### config.mk
export PLATFORM = sky130hd
export DESIGN_NAME = sram_axi4_req
export DESIGN_NICKNAME = d
export VERILOG_FILES = /design/src/rtl/sram_axi4_pkg.sv /design/src/rtl/sram_axi4_req.sv
export SDC_FILE = /design/constraint.sdc
export NUM_CORES = 1
export LEC_CHECK = 0
export ABC_AREA = 1
export BUFFER_PORTS_ARGS = -buffer_cell sky130_fd_sc_hd__buf_2
export CAP_MARGIN = 20
export CELL_PAD_IN_SITES_DETAIL_PLACEMENT = 0
export CELL_PAD_IN_SITES_GLOBAL_PLACEMENT = 1
export CORE_AREA = 2 2 145 147
export DETAILED_ROUTE_END_ITERATION = 6
export DIE_AREA = 0 0 147 149
export HOLD_SLACK_MARGIN = 0.15
export PLACE_DENSITY_LB_ADDON = 0.12
export SETUP_SLACK_MARGIN = 0.15
export SYNTH_ARGS = -nofsm -noshare
export SYNTH_HDL_FRONTEND = slang
export SYNTH_SLANG_ARGS = --single-unit
### constraint.sdc
create_clock -name i_aclk -period 4.41 [get_ports i_aclk]
set_input_delay 0 -clock i_aclk [delete_from_list [all_inputs] [get_ports i_aclk]]
set_output_delay 0 -clock i_aclk [all_outputs]
set_load 0.01 [all_outputs]
### src/rtl/sram_axi4_pkg.sv
// Shared encodings and helpers for the SRAM AXI4 request bridge.
// Burst/resp codes, FSM state type and the response error test.
package sram_axi4_pkg;

    localparam logic [1:0] BURST_FIXED = 2'b00;
    localparam logic [1:0] BURST_INCR  = 2'b01;
    localparam logic [1:0] BURST_WRAP  = 2'b10;

    localparam logic [1:0] RESP_OKAY   = 2'b00;
    localparam logic [1:0] RESP_EXOKAY = 2'b01;
    localparam logic [1:0] RESP_SLVERR = 2'b10;
    localparam logic [1:0] RESP_DECERR = 2'b11;

    typedef enum logic [2:0] {
        IDLE,
        RD_ADDR,
        RD_DATA,
        WR_REQ,
        WR_RESP,
        RSP
    } state_e;

    function automatic logic is_err(input logic [1:0] resp);
        return (resp == RESP_SLVERR) || (resp == RESP_DECERR);
    endfunction

endpackage

### src/rtl/sram_axi4_req.sv
// Single-outstanding bridge from a valid/ready load/store port to AXI4.
// Issues len-0 INCR transactions and returns data plus an error flag.
module sram_axi4_req
    import sram_axi4_pkg::*;
#(
    parameter int ADDR_W = 8,
    parameter int DATA_W = 64,
    parameter int ID_W = 4,
    parameter logic [ID_W-1:0] TXN_ID = ID_W'(1)
) (
    input  logic                i_aclk,
    input  logic                i_areset_n,
    input  logic                i_req_valid,
    output logic                o_req_ready,
    input  logic                i_req_we,
    input  logic [ADDR_W-1:0]   i_req_addr,
    input  logic [2:0]          i_req_size,
    input  logic [DATA_W-1:0]   i_req_wdata,
    input  logic [DATA_W/8-1:0] i_req_wstrb,
    output logic                o_rsp_valid,
    input  logic                i_rsp_ready,
    output logic [DATA_W-1:0]   o_rsp_rdata,
    output logic                o_rsp_err,
    output logic [ID_W-1:0]     o_arid,
    output logic [ADDR_W-1:0]   o_araddr,
    output logic [7:0]          o_arlen,
    output logic [2:0]          o_arsize,
    output logic [1:0]          o_arburst,
    output logic                o_arvalid,
    input  logic                i_arready,
    input  logic [ID_W-1:0]     i_rid,
    input  logic [DATA_W-1:0]   i_rdata,
    input  logic [1:0]          i_rresp,
    input  logic                i_rlast,
    input  logic                i_rvalid,
    output logic                o_rready,
    output logic [ID_W-1:0]     o_awid,
    output logic [ADDR_W-1:0]   o_awaddr,
    output logic [7:0]          o_awlen,
    output logic [2:0]          o_awsize,
    output logic [1:0]          o_awburst,
    output logic                o_awvalid,
    input  logic                i_awready,
    output logic [DATA_W-1:0]   o_wdata,
    output logic [DATA_W/8-1:0] o_wstrb,
    output logic                o_wlast,
    output logic                o_wvalid,
    input  logic                i_wready,
    input  logic [ID_W-1:0]     i_bid,
    input  logic [1:0]          i_bresp,
    input  logic                i_bvalid,
    output logic                o_bready
);

    state_e                state_q;
    logic [ADDR_W-1:0]     addr_q;
    logic [2:0]            size_q;
    logic [DATA_W-1:0]     wdata_q;
    logic [DATA_W/8-1:0]   wstrb_q;
    logic [DATA_W-1:0]     rdata_q;
    logic                  err_q;
    logic                  first_q;
    logic                  aw_done_q;
    logic                  w_done_q;
    logic                  beat_err;
    logic                  aw_fin;
    logic                  w_fin;

    assign beat_err = is_err(i_rresp) || (i_rid != TXN_ID);
    assign aw_fin   = aw_done_q || i_awready;
    assign w_fin    = w_done_q || i_wready;

    // Handshake strobes decode straight from state and done flags.
    assign o_req_ready = (state_q == IDLE);
    assign o_arvalid   = (state_q == RD_ADDR);
    assign o_rready    = (state_q == RD_DATA);
    assign o_awvalid   = (state_q == WR_REQ) && !aw_done_q;
    assign o_wvalid    = (state_q == WR_REQ) && !w_done_q;
    assign o_bready    = (state_q == WR_RESP);
    assign o_rsp_valid = (state_q == RSP);

    assign o_rsp_rdata = rdata_q;
    assign o_rsp_err   = err_q;

    assign o_arid    = TXN_ID;
    assign o_araddr  = addr_q;
    assign o_arlen   = 8'd0;
    assign o_arsize  = size_q;
    assign o_arburst = BURST_INCR;

    assign o_awid    = TXN_ID;
    assign o_awaddr  = addr_q;
    assign o_awlen   = 8'd0;
    assign o_awsize  = size_q;
    assign o_awburst = BURST_INCR;

    assign o_wdata = wdata_q;
    assign o_wstrb = wstrb_q;
    assign o_wlast = 1'b1;

    // Transaction FSM: captures the request, walks the AXI channels, holds the response.
    always_ff @(posedge i_aclk or negedge i_areset_n) begin
        if (!i_areset_n) begin
            state_q   <= IDLE;
            addr_q    <= '0;
            size_q    <= '0;
            wdata_q   <= '0;
            wstrb_q   <= '0;
            rdata_q   <= '0;
            err_q     <= 1'b0;
            first_q   <= 1'b0;
            aw_done_q <= 1'b0;
            w_done_q  <= 1'b0;
        end else begin
            unique case (state_q)
                IDLE: begin
                    if (i_req_valid) begin
                        addr_q    <= i_req_addr;
                        size_q    <= i_req_size;
                        wdata_q   <= i_req_wdata;
                        wstrb_q   <= i_req_wstrb;
                        err_q     <= 1'b0;
                        first_q   <= 1'b1;
                        aw_done_q <= 1'b0;
                        w_done_q  <= 1'b0;
                        state_q   <= i_req_we ? WR_REQ : RD_ADDR;
                    end
                end
                RD_ADDR: begin
                    if (i_arready) state_q <= RD_DATA;
                end
                RD_DATA: begin
                    if (i_rvalid) begin
                        if (first_q) begin
                            rdata_q <= i_rdata;
                            first_q <= 1'b0;
                        end
                        err_q <= err_q | beat_err;
                        if (i_rlast) state_q <= RSP;
                    end
                end
                WR_REQ: begin
                    if (i_awready) aw_done_q <= 1'b1;
                    if (i_wready) w_done_q <= 1'b1;
                    if (aw_fin && w_fin) state_q <= WR_RESP;
                end
                WR_RESP: begin
                    if (i_bvalid) begin
                        err_q   <= is_err(i_bresp) || (i_bid != TXN_ID);
                        rdata_q <= '0;
                        state_q <= RSP;
                    end
                end
                RSP: begin
                    if (i_rsp_ready) state_q <= IDLE;
                end
                default: state_q <= IDLE;
            endcase
        end
    end

endmodule

==> results.sh <==
export IMPL_clk_path_buf_depth=2
export IMPL_routed_via_density=4.16
export IMPL_cp_num_buf_inv=5
export IMPL_power_frac_comb=0.438
export IMPL_yosysSeqAreaShare=0.564
export IMPL_grt_util_met3=0.0618
export IMPL_cts_root_buf="clkbuf_16"
export IMPL_slowest_stage="dlygate4sd3_1"
export IMPL_power_density_nw_per_um2=636
export IMPL_crit_top_cell="dlygate4sd3_1"
export IMPL_drv_slew=0
export IMPL_slowest_delay_ps=570
export IMPL_pwr_share_seq=0.359
export IMPL_yosys_top_cells_area="dfrtp_1, nand2_1, o21ai_2, buf_4, buf_6"
export IMPL_clk_pin_slew_worst_paths_ps=60
export IMPL_hp_class="input pin to flop"
export IMPL_switching_share=0.407
export IMPL_cts_made_buffers=17
export IMPL_power_leakage_uw=0.00594
export IMPL_fin_tns_setup_ps=0
export IMPL_synth_area_mux_share=0
export IMPL_fmax_mhz=295
export IMPL_end_kind="flop"
export IMPL_avgSynthCellArea_um2=9.00
export IMPL_initial_utilization=0.332
export IMPL_fin_worst_skew_ps=9.04
export IMPL_synth_commonest_cells="nand2_1, dfrtp_1, o21ai_2"
export IMPL_yosysUniqueCellTypes=20
export IMPL_hold_buffers=165
export IMPL_startpoint_type="flop"
export IMPL_ir_drop_mv=0.344
export IMPL_synth_fa_ha_area_frac=0
export IMPL_synth_edff_count=0
export IMPL_worstSetupPathType="flop to flop"
export IMPL_grt_met2_usage=0.301
export IMPL_synth_simple_area_share=0.247
export IMPL_cts_sinks=154
export IMPL_synthFlopType="dfrtp_1"
export IMPL_htree_num_levels=4
export IMPL_grt_pass1_wl_mm=31.9
export IMPL_layout_cells_non_filler=1517
export IMPL_globalRouteMet1Util=0.228
export IMPL_antenna_cells=0
export IMPL_ant_nets=0
export IMPL_drive_gt1_frac=0.358
export IMPL_cp_required_ps=4760
export IMPL_cts_resized=0
export IMPL_synth_area_leader_cell="dfrtp_1"
export IMPL_clock_power_share=0.204
export IMPL_grt_busiest_layer="met2"
export IMPL_first_global_vias=6289
export IMPL_yosysTopAreaCellShare=0.564
export IMPL_dieArea_um2=21900
export IMPL_crit_arrival_ps=3740
export IMPL_drt_iter0_drc=192
export IMPL_post_cts_buffers=0
export IMPL_gr_usage_all_layers=0.183
export IMPL_path_cells="nor2_4, inv_2, nor2_4, o21ai_0, dlygate4sd3_1, nand2_1, dlygate4sd3_1, nand2_1, dlygate4sd3_1, nand2_1, dlygate4sd3_1"
export IMPL_cts_tree="done"
export IMPL_final_setup_viol_count=0
export IMPL_worstMarginPinSlew_ps=923
export IMPL_antenna_found_initial=3
export IMPL_die_w_um=147
export IMPL_place_hpwl_mm=13.2
export IMPL_p_switching_uw=2740
export IMPL_wire_per_inst_um=13.3
export IMPL_syn_area_um2=6830
export IMPL_overflow=0
export IMPL_hold_viol=0
export IMPL_cp_max_fo=8
export IMPL_wl_mm=20.1
export IMPL_drv_cap=0
export IMPL_grt_start_max_net_pins=90
export IMPL_path_delay_family="buffers and inverters"
export IMPL_dp_cells=1320
export IMPL_syn_to_final_growth_pct=55.0
export IMPL_fill_cells=2060
export IMPL_min_period_ps=3390
export IMPL_reg2reg_slack_ps=1020
export IMPL_clk_latency_ps=420
export IMPL_status="complete, no violations"
export IMPL_synthCells=759
export IMPL_drtPass1Iterations=4
export IMPL_vias=6305
export IMPL_gp_congestion=0.766
export IMPL_intPower_uw=4000
export IMPL_finalCritPeriodShare=0.769
export IMPL_synth_xor_area_frac=0
export IMPL_async_flop_share=1.00
export IMPL_nNetsFinal=1399
export IMPL_core_area_um2=20600
export IMPL_die_height_um=149
export IMPL_slew_headroom=0.384
export IMPL_port_buffers=333
export IMPL_rsz0062_at_grt="false"
export IMPL_pin_count=365
export IMPL_synth_compound_area_frac=0.0868
export IMPL_synth_top_family_by_area="simple AND/OR/NAND/NOR gates"
export IMPL_yosys_warnings=0
export IMPL_route_detailed_drc=0
export IMPL_rows=53
export IMPL_ys_ff_latch=154
export IMPL_synth_most_common_cell="nand2_1"
## worst reg2reg max path: stages (launching register included)
cell,delay [ps]
dfrtp_1,500
nor2_4,190
inv_2,70
nor2_4,110
o21ai_0,100
dlygate4sd3_1,570
nand2_1,60
dlygate4sd3_1,540
nand2_1,40
dlygate4sd3_1,550
nand2_1,60
dlygate4sd3_1,540
## layer usage
metal / wire length [um] / vias up
met1: 8770 / 2856
met3: 1540 / 29
met2: 9420 / 216
li1: - / 3200
met5: 24 / -
met4: 382 / 4
## worst paths after layout
path | start | to | cells past startpoint
setup reg to reg | state_q[0]$_DFFE_PN0P_ | o_rsp_err$_DFFE_PN0P_ | 11
min in group asynchronous | i_areset_n | o_rsp_rdata[32]$_DFFE_PN0P_ | 2
hold reg to reg | o_wdata[59]$_DFFE_PN0P_ | o_wdata[59]$_DFFE_PN0P_ | 2
hold / removal | i_rlast | state_q[2]$_DFFE_PN0P_ | 7
setup / recovery | state_q[0]$_DFFE_PN0P_ | o_rsp_err$_DFFE_PN0P_ | 11
max in group asynchronous | i_areset_n | o_wdata[63]$_DFFE_PN0P_ | 3
## area by class of cell
cell class | instances | area, um^2 | share of cell area
Clock buffer | 18 | 429 | 0.0405
Clock inverter | 14 | 115 | 0.0109
Inverter | 18 | 67.6 | 0.00638
Multi-Input combinational cell | 534 | 2400 | 0.226
Sequential cell | 154 | 3850 | 0.364
Tap cell | 275 | 344 | 0.0325
Timing Repair Buffer | 504 | 3380 | 0.319
## power by group through the flow
stage	clock network (uW)	registers, uW	logic (uW)
6_report	1370	2420	2950
5_1_grt	1490	2510	3300
4_1_cts	1420	2420	3000
3_5_place_dp	0	2430	2810
3_3_place_gp	0	2410	2800
2_1_floorplan	0	2710	1600
## flip-flops by register name, indices dropped and copies added (netlist names)
signal	count
o_rsp_err	1
o_rsp_rdata	64
o_wdata	64
first_q	1
o_arsize	3
state_q	3
o_araddr	8
aw_done_q	1
w_done_q	1
o_wstrb	8
## metrics by stage
stage	area, um^2	total power (uW)	setup WS (ps)	utilization	hold WS [ps]
finish	10600	6740	1020	0.515	183
global route	10600	7300	881	0.515	213
CTS	10600	6840	1020	0.515	153
detailed placement	8390	5240	2060	0.408	139
global placement	8390	5210	2040	0.408	144
floorplan	6930	4310	2930	-	-296
## logic make-up after synthesis
group / after synthesis
AOI/OAI and AO/OA: 70
DFF: 154
buffers and inverters: 98
other: 2
and+or+nand+nor: 435
## cell usage in the layout, fill, tap and decap left out, types with 3 or more instances in the layout
cell type / netlist / layout
nor2_4: 2 / 3
clkinv_4: 0 / 4
o21ai_0: 3 / 3
clkbuf_16: 0 / 17
nand2_1: 406 / 406
nand3_1: 6 / 6
dlygate4sd3_1: 0 / 165
nor2_1: 11 / 11
dfrtp_1: 154 / 154
conb_1: 2 / 29
inv_1: 15 / 14
clkinvlp_4: 0 / 4
o21ai_2: 64 / 64
buf_2: 13 / 332
inv_2: 3 / 4
nand3b_1: 3 / 3
buf_4: 42 / 5
No activity file was read; power rests on OpenSTA's default activity.
